`src/rtl/rdiv_pkg.sv`:
```
// Shared definitions for the sequential restoring divider: controller state
// encodings and the state enum used by restoring_div_ctrl.
package rdiv_pkg;

  localparam logic [1:0] ST_IDLE = 2'd0;
  localparam logic [1:0] ST_ITER = 2'd1;
  localparam logic [1:0] ST_DONE = 2'd2;

  typedef enum logic [1:0] {
    IDLE = ST_IDLE,
    ITER = ST_ITER,
    DONE = ST_DONE
  } rdiv_state_t;

endpackage

```
`src/rtl/rdiv_cell.sv`:
```
// Add/subtract-with-restore bit cell: s complements b for subtraction,
// s1 passes a straight through to op (restore) instead of the sum.
module rdiv_cell (
  input  logic a,
  input  logic b,
  input  logic s,
  input  logic s1,
  input  logic cin,
  output logic op,
  output logic cout
);

  logic bx;
  logic sum;

  // Carry is taken from the arithmetic path only, so cout never depends on s1.
  assign bx   = b ^ s;
  assign sum  = a ^ bx ^ cin;
  assign cout = (a & bx) | (a & cin) | (bx & cin);
  assign op   = s1 ? a : sum;

endmodule

```
`src/rtl/rdiv_row.sv`:
```
// One (N+1)-bit trial-subtract/restore row: a ripple chain of rdiv_cell
// instances. Purely combinational.
module rdiv_row #(
  parameter int N = 8
) (
  input  logic [N:0] a,
  input  logic [N:0] b,
  input  logic       s,
  input  logic       s1,
  output logic [N:0] op,
  output logic       cout
);

  logic [N+1:0] carry;

  // Carry-in follows s so that subtraction forms a + ~b + 1.
  assign carry[0] = s;

  for (genvar i = 0; i <= N; i++) begin : g_cell
    rdiv_cell u_cell (
      .a    (a[i]),
      .b    (b[i]),
      .s    (s),
      .s1   (s1),
      .cin  (carry[i]),
      .op   (op[i]),
      .cout (carry[i+1])
    );
  end

  assign cout = carry[N+1];

endmodule

```
`src/rtl/restoring_div_ctrl.sv`:
```
// Sequential unsigned restoring divider controller: one quotient bit per clock
// through a single rdiv_row, with start/done handshake and divide-by-zero result.
module restoring_div_ctrl
  import rdiv_pkg::*;
#(
  parameter int N = 8
) (
  input  logic         clk,
  input  logic         rst_n,
  input  logic         start,
  input  logic [N-1:0] dividend,
  input  logic [N-1:0] divisor,
  output logic         busy,
  output logic         done,
  output logic [N-1:0] quotient,
  output logic [N-1:0] remainder,
  output logic         div_by_zero
);

  localparam int CW = $clog2(N);

  rdiv_state_t state_q, state_d;
  logic [CW-1:0] cnt_q, cnt_d;
  logic [N:0]    r_q, r_d;
  logic [N-1:0]  q_q, q_d;
  logic [N-1:0]  d_q, d_d;
  logic [N-1:0]  quot_q, quot_d;
  logic [N-1:0]  rem_q, rem_d;
  logic          dbz_q, dbz_d;
  logic          busy_q, busy_d;
  logic          done_q, done_d;

  logic [N:0] row_a;
  logic [N:0] row_op;
  logic       row_cout;
  logic       unused_r_msb;

  // R < D holds after every step, so the partial remainder MSB never feeds back.
  assign row_a        = {r_q[N-1:0], q_q[N-1]};
  assign unused_r_msb = r_q[N];

  // Restore whenever the trial subtraction borrows (carry-out low).
  rdiv_row #(.N(N)) u_row (
    .a    (row_a),
    .b    ({1'b0, d_q}),
    .s    (1'b1),
    .s1   (~row_cout),
    .op   (row_op),
    .cout (row_cout)
  );

  always_comb begin
    state_d = state_q;
    cnt_d   = cnt_q;
    r_d     = r_q;
    q_d     = q_q;
    d_d     = d_q;
    quot_d  = quot_q;
    rem_d   = rem_q;
    dbz_d   = dbz_q;

    case (state_q)
      IDLE: begin
        if (start) begin
          r_d   = '0;
          q_d   = dividend;
          d_d   = divisor;
          cnt_d = '0;
          if (divisor == '0) begin
            state_d = DONE;
            quot_d  = '1;
            rem_d   = dividend;
            dbz_d   = 1'b1;
          end else begin
            state_d = ITER;
          end
        end
      end
      ITER: begin
        r_d   = row_op;
        q_d   = {q_q[N-2:0], row_cout};
        cnt_d = cnt_q + CW'(1);
        if (cnt_q == CW'(N - 1)) begin
          state_d = DONE;
          quot_d  = {q_q[N-2:0], row_cout};
          rem_d   = row_op[N-1:0];
          dbz_d   = 1'b0;
        end
      end
      DONE:    state_d = IDLE;
      default: state_d = IDLE;
    endcase

    busy_d = (state_d != IDLE);
    done_d = (state_d == DONE);
  end

  always_ff @(posedge clk) begin
    if (!rst_n) begin
      state_q <= IDLE;
      cnt_q   <= '0;
      r_q     <= '0;
      q_q     <= '0;
      d_q     <= '0;
      quot_q  <= '0;
      rem_q   <= '0;
      dbz_q   <= 1'b0;
      busy_q  <= 1'b0;
      done_q  <= 1'b0;
    end else begin
      state_q <= state_d;
      cnt_q   <= cnt_d;
      r_q     <= r_d;
      q_q     <= q_d;
      d_q     <= d_d;
      quot_q  <= quot_d;
      rem_q   <= rem_d;
      dbz_q   <= dbz_d;
      busy_q  <= busy_d;
      done_q  <= done_d;
    end
  end

  assign busy        = busy_q;
  assign done        = done_q;
  assign quotient    = quot_q;
  assign remainder   = rem_q;
  assign div_by_zero = dbz_q;

endmodule
```
`config.mk`:
```
export PLATFORM = sky130hd
export DESIGN_NAME = restoring_div_ctrl
export DESIGN_NICKNAME = d
export VERILOG_FILES = /design/src/rtl/rdiv_pkg.sv /design/src/rtl/rdiv_cell.sv /design/src/rtl/rdiv_row.sv /design/src/rtl/restoring_div_ctrl.sv
export SDC_FILE = /design/constraint.sdc
export NUM_CORES = 1
export LEC_CHECK = 0
export CAP_MARGIN = 20
export CORE_ASPECT_RATIO = 0.9
export CORE_MARGIN = 8
export CORE_UTILIZATION = 40
export CTS_BUF_LIST = sky130_fd_sc_hd__clkbuf_4 sky130_fd_sc_hd__clkbuf_8
export DETAILED_ROUTE_END_ITERATION = 7
export PLACE_DENSITY_LB_ADDON = 0.15
export SLEW_MARGIN = 20
export SYNTH_ARGS = -nofsm -noshare
export SYNTH_HDL_FRONTEND = slang
export SYNTH_SLANG_ARGS = --single-unit
```
`constraint.sdc`:
```
create_clock -name clk -period 8 [get_ports clk]
set_input_delay 1.6 -clock clk [delete_from_list [all_inputs] [get_ports clk]]
set_output_delay 1.6 -clock clk [all_outputs]
set_load 0.01 [all_outputs]
```
==> impl_metrics.toml, run 1 <==
[drt]
num_vias = 1830
first_pass_iters = 4
drt_iter0_drc = 129
routed_wl_mm = 5.67
wl_per_cell_microns = 16.9
ant_nets = 0
via_per_inst = 5.46
drc = 0

[power]
peakVddDrop_uv = 88.1
power_density_nw_per_um2 = 191
power.total_mw = 0.521
p_leak_nw = 0.954

[placement]
dpl.hpwl_mm = 3.95
io_buffers = 37
dp.cells = 326
postPlaceCellArea_sq_um = 2610
post-place-ws_ps = 3430
place.gp.congestion = 0.860

[floorplanning]
dieArea_sq_um = 8250
die_x_microns = 94.9
coreArea_sq_um = 5530
start_util = 0.405
ios = 38
floorplan.die.height_microns = 87.0
rows = 26

[finish]
drive_gt1_frac = 0.117
nFillCells = 547
nNetsFinal = 293
syn_to_final_growth_pct = 22.1
final_util = 0.494
diodes = 0
fin_area_sq_um = 2730
fin_cells = 335

[grt]
first_global_vias = 1839
antenna_found_initial = 0
track_usage = 0.145
grt_max_degree = 35
overflow = 0
grt_pass1_wl_mm = 9.27

[worst_hold_path]
whs_endpoint = "d_q[7]"
hp-class = "flip-flop to flip-flop"
min_path_cells = 2
hp-start = "d_q[7]"

[synth]
synth_commonest_cells = "48 x dfxtp_1, 48 x nand2_1, 19 x a21oi_1"
yosysTopAreaCell = "dfxtp_1"
async_flop_share = 0
ys_ff_latch = 48
synth_cells = 234
seq_area_frac_synth = 0.429
ys_top_cells_by_area = "dfxtp_1 43%, nand2_1 8.0%, fa_1 6.3%"
synth_top_area_frac = 0.429
netlist-cell-type-count = 36
yosys_most_used_dff = "dfxtp_1"
yosysWarningCount = 0
synth.net_count = 263
syn_area_sq_um = 2240
avgSynthCellArea_sq_um = 9.57
synth_edf_count = 0

[cts]
postCtsHoldBufs = 0
cts_max_level = 2
clock_latency_ps = 310
cts_sinks = 48
cts_setup_buffers = 0
cts_tree = "yes"
path_clk_slew_ps = 90
cts-root-buf = "clkbuf_8"
ctsResizeCount = 0
cts_buffers = 5
cts.path.max_buffers = 2

[worst_setup_path]
cp-start-kind = "flip-flop"
cp.arrival_ps = 4800
cp_max_fo = 10
critPathKind = "flip-flop to flip-flop"
worst-r2r-setup-slack_ps = 3430
r2r-end = "remainder[0]"
rr_startpoint = "q_q[7]"
end_kind = "flip-flop"
critPathRequiredTime_ps = 8230
ff2ff_path_depth = 13

[sta]
drv_slew = 0
period_needed_ps = 4570
worstMarginPinSlew_ps = 997
fmax_mhz = 219
whs_ps = 474
rsz0062_at_grt = "no"
relSlewSlack = 0.336
setup_slack_ps = 3430
finClkSkew_ps = 9.41
setup_viol = 0
fin_crit_sh = 0.572
hold_viol_final = 0
fin_setup_tns_ps = 0

[status]
status = "finished, final reports clean"

[flow_run]
maxCapViolCount = 0
registers in the layout, indices dropped and copies added, names as in the netlist:
name         count
done             1
q_q              8
busy             1
r_q              8
div_by_zero      1
d_q              8
remainder        8
state_q          2
quotient         8
cnt_q            3
worst max-delay path: stages, from the launching register on:
cell and delay (ps):
dfxtp_1 370, inv_1 60, ha_1 210, fa_1 460
fa_1 460, fa_1 460, fa_1 460, fa_1 460
fa_1 420, inv_1 90, fa_1 350, or2_2 300
o211ai_1 150, a311oi_2 250
worst max path at each step:
stage           start  slack [ps]      endpoint
2_1_floorplan  q_q[7]        3670  remainder[0]
3_3_place_gp   q_q[7]        3520  remainder[3]
3_5_place_dp   q_q[7]        3430  remainder[4]
4_1_cts        q_q[7]        3410  remainder[4]
5_1_grt        q_q[7]        3140  remainder[1]
6_report       q_q[7]        3430  remainder[0]
area by class of cell:
| cell class | count | area (sq um) | share of cell area |
|---|---|---|---|
| clock inverter | 2 | 15.0 | 0.00549 |
| sequential | 48 | 961 | 0.351 |
| multi-input combinational | 159 | 1140 | 0.416 |
| inverter | 10 | 37.5 | 0.0137 |
| clock buffer | 6 | 82.6 | 0.0302 |
| tap | 70 | 87.6 | 0.0320 |
| timing repair buffer | 40 | 413 | 0.151 |
logic make-up (layout without fill, tap and decap cells):
group,after synthesis,after routing,share of synthesized area
adders and majority gates,10,10,0.0794
DFF,48,48,0.429
muxes,1,1,0.00447
AOI/OAI and AO/OA,73,73,0.262
buffers and inverters,27,58,0.0626
and+or+nand+nor,75,75,0.162
report_power, final:
part / total, mW / switching (mW) / internal (mW)
clock: 0.157 / 0.0865 / 0.0701
combinational: 0.102 / 0.0600 / 0.0417
sequential: 0.263 / 0.0113 / 0.251
total: 0.521 / 0.158 / 0.363
layer usage:
layer  routed length, microns  global-route usage
met5                        0                   0
met4                       90              0.0595
met3                      316              0.0362
met2                     2540               0.228
met1                     2730               0.185
cells in the final DEF (no fill, tap or decap), drive strengths merged, types with 2 or more instances in the layout:
| cell | netlist | final |
|---|---|---|
| o211ai | 7 | 7 |
| clkbuf | 7 | 6 |
| a31o | 2 | 2 |
| a311oi | 22 | 22 |
| nor4 | 2 | 2 |
| clkinvlp | 0 | 2 |
| buf | 10 | 3 |
| nand2 | 48 | 48 |
| fa | 7 | 7 |
| and3b | 2 | 2 |
| o21ai | 9 | 9 |
| and2 | 3 | 3 |
| nand3 | 2 | 2 |
| o21a | 2 | 2 |
| nor3b | 2 | 2 |
| clkdlybuf4s50 | 0 | 37 |
| nor2 | 11 | 11 |
| a21oi | 19 | 19 |
| o221a | 8 | 8 |
| inv | 9 | 9 |
| dfxtp | 48 | 48 |
| ha | 3 | 3 |
Power figures use the tool's default switching activity.
==> run 2, diff against run 1 <==
==> constraint.sdc (replaced) <==
create_clock -name clk -period 3.9 [get_ports clk]
set_input_delay 0.78 -clock clk [delete_from_list [all_inputs] [get_ports clk]]
set_output_delay 0.78 -clock clk [all_outputs]
set_load 0.01 [all_outputs]
==> run 2 against run 1 <==
Compared with the run above:
- combinational power rose by 150%
- non-clock buffer count grew 8
- wire length shrank 2.0%
- critical path type unchanged
==> impl_metrics.toml, run 2 (same netlist as run 1, synthesis figures left out) <==
[status]
status = "finished, final reports clean"

[cts]
cts_tree = "yes"
cts_sinks = 48
cts-root-buf = "clkbuf_8"
path_clk_slew_ps = 90
cts_max_level = 2
cts.path.max_buffers = 2
postCtsHoldBufs = 0
cts_buffers = 5
clock_latency_ps = 300

[finish]
diodes = 0
final-seq-area_sq_um = 962
syn_to_final_growth_pct = 26.5
fin_cells = 344
nFillCells = 542
drive_gt1_frac = 0.186
multi_input_area_sq_um = 1180
layout_commonest_cell = "nand2_1"
fin_area_sq_um = 2830
final_cell_mix = "48 x nand2_1, 47 x dfxtp_1, 37 x clkdlybuf4s50_1"
nNetsFinal = 302

[power]
p_switching_mw = 0.328
p_int_mw = 0.823
switching_share = 0.285
combPwrFrac = 0.217
pwr-share-seq = 0.468
p_leak_nw = 0.994
peakVddDrop_uv = 229
power_density_nw_per_um2 = 406
clkPwrFrac = 0.315

[sta]
fin_crit_sh = 0.972
finClkSkew_ps = 7.33
period_needed_ps = 3790
worstMarginPinSlew_ps = 927
setup_slack_ps = 108
fmax_mhz = 264
setup_viol = 0
drv_slew = 0
relSlewSlack = 0.382
hold_viol_final = 0
rsz0062_at_grt = "yes"

[grt]
first_global_vias = 1792
grt_max_degree = 27
grt_pass1_wl_mm = 9.34
overflow = 0
antenna_found_initial = 0
track_usage = 0.143

[worst_setup_path]
critical_path.cell_chain = "inv_2, ha_4, fa_2, fa_2, fa_2, fa_2, fa_2, fa_2, inv_2, fa_2, a211o_1, a31o_1"
end_kind = "flip-flop"
crit_top_cell = "fa_2"
critPathKind = "flip-flop to flip-flop"
cp_max_fo = 3
cp-start-kind = "flip-flop"
max_stage_delay_ps = 430
critPathRequiredTime_ps = 4100
cp.arrival_ps = 3990
crit_path_top_delay_cell = "fa_2"

[floorplanning]
coreArea_sq_um = 5530
floorplan.die.height_microns = 87.0
dieArea_sq_um = 8250
die_x_microns = 94.9
ios = 38
start_util = 0.405
rows = 26

[placement]
post-place-ws_ps = -44.2
dpl.hpwl_mm = 3.89
dp.cells = 334
postPlaceCellArea_sq_um = 2690
io_buffers = 37
place.gp.congestion = 0.793

[drt]
first_pass_iters = 4
num_vias = 1856
drc = 0
drt_iter0_drc = 91
routed_wl_mm = 5.56
via_per_inst = 5.40
ant_nets = 0
wl_per_cell_microns = 16.1

[worst_hold_path]
hp-class = "flip-flop to flip-flop"

[flow_run]
maxCapViolCount = 0
run 2: cell count changes in the layout (fill, tap and decap cells not counted), moves of 2 or more:
cell,change
buf_4,+8
fa_1,-7
fa_2,+7
inv_1,-2
inv_2,+2
run 2: worst max-delay path, delay by kind of cell (launching register included):
family / cells / cell delay (ps)
adder cells (fa/ha/maj): 8 / 2760
AO/OA/AOI/OAI: 2 / 460
flip-flops: 1 / 350
buffers and inverters: 2 / 120
run 2: worst paths after layout:
check,startpoint,to,slack [ps],cells past startpoint
setup / recovery,q_q[7],remainder[7],110,12
hold / removal,d_q[7],d_q[7],460,2
setup reg to reg,q_q[7],remainder[7],110,12
hold reg to reg,d_q[7],d_q[7],460,2
run 2: routing by layer:
layer / part of all wire / up-vias / track usage / wire length, microns
li1: - / 925 / - / -
met1: 0.49 / 885 / 0.199 / 2700
met2: 0.44 / 41 / 0.210 / 2440
met3: 0.062 / 5 / 0.0336 / 346
met4: 0.012 / 0 / 0.0467 / 65
met5: 0 / - / 0 / 0
run 2: repair_timing:
action                                  CTS  global route
gates resized for setup                   1             6
endpoints found under the setup margin    9            12
cloned                                    0             1
buffers inserted                          0             1
pin swaps                                 3             9
run 2: per-stage QoR:
| step | setup TNS, ps | power (mW) | utilization | hold slack (ps) |
|---|---|---|---|---|
| detailed placement | -89.4 | 0.783 | 0.486 | 449 |
| global placement | -33.4 | 0.778 | 0.486 | 450 |
| floorplan | 0 | 0.693 | - | 436 |
| global route | -6.81 | 1.22 | 0.512 | 483 |
| CTS | 0 | 1.15 | 0.506 | 462 |
| finish | 0 | 1.15 | 0.512 | 461 |
run 2: area by class of cell:
type / instances / area share
Clock buffer: 5 / 0.0243
Timing Repair Buffer: 48 / 0.161
Tap cell: 70 / 0.0309
Multi-Input combinational cell: 160 / 0.415
Sequential cell: 48 / 0.340
Clock inverter: 3 / 0.0150
Inverter: 10 / 0.0133
run 2: power by group through the flow:
| stage | Combinational [mW] | Clock [mW] | Sequential (mW) |
|---|---|---|---|
| 2_1_floorplan | 0.152 | 0 | 0.542 |
| 3_3_place_gp | 0.229 | 0 | 0.549 |
| 3_5_place_dp | 0.235 | 0 | 0.548 |
| 4_1_cts | 0.234 | 0.375 | 0.537 |
| 5_1_grt | 0.286 | 0.393 | 0.543 |
| 6_report | 0.250 | 0.363 | 0.538 |
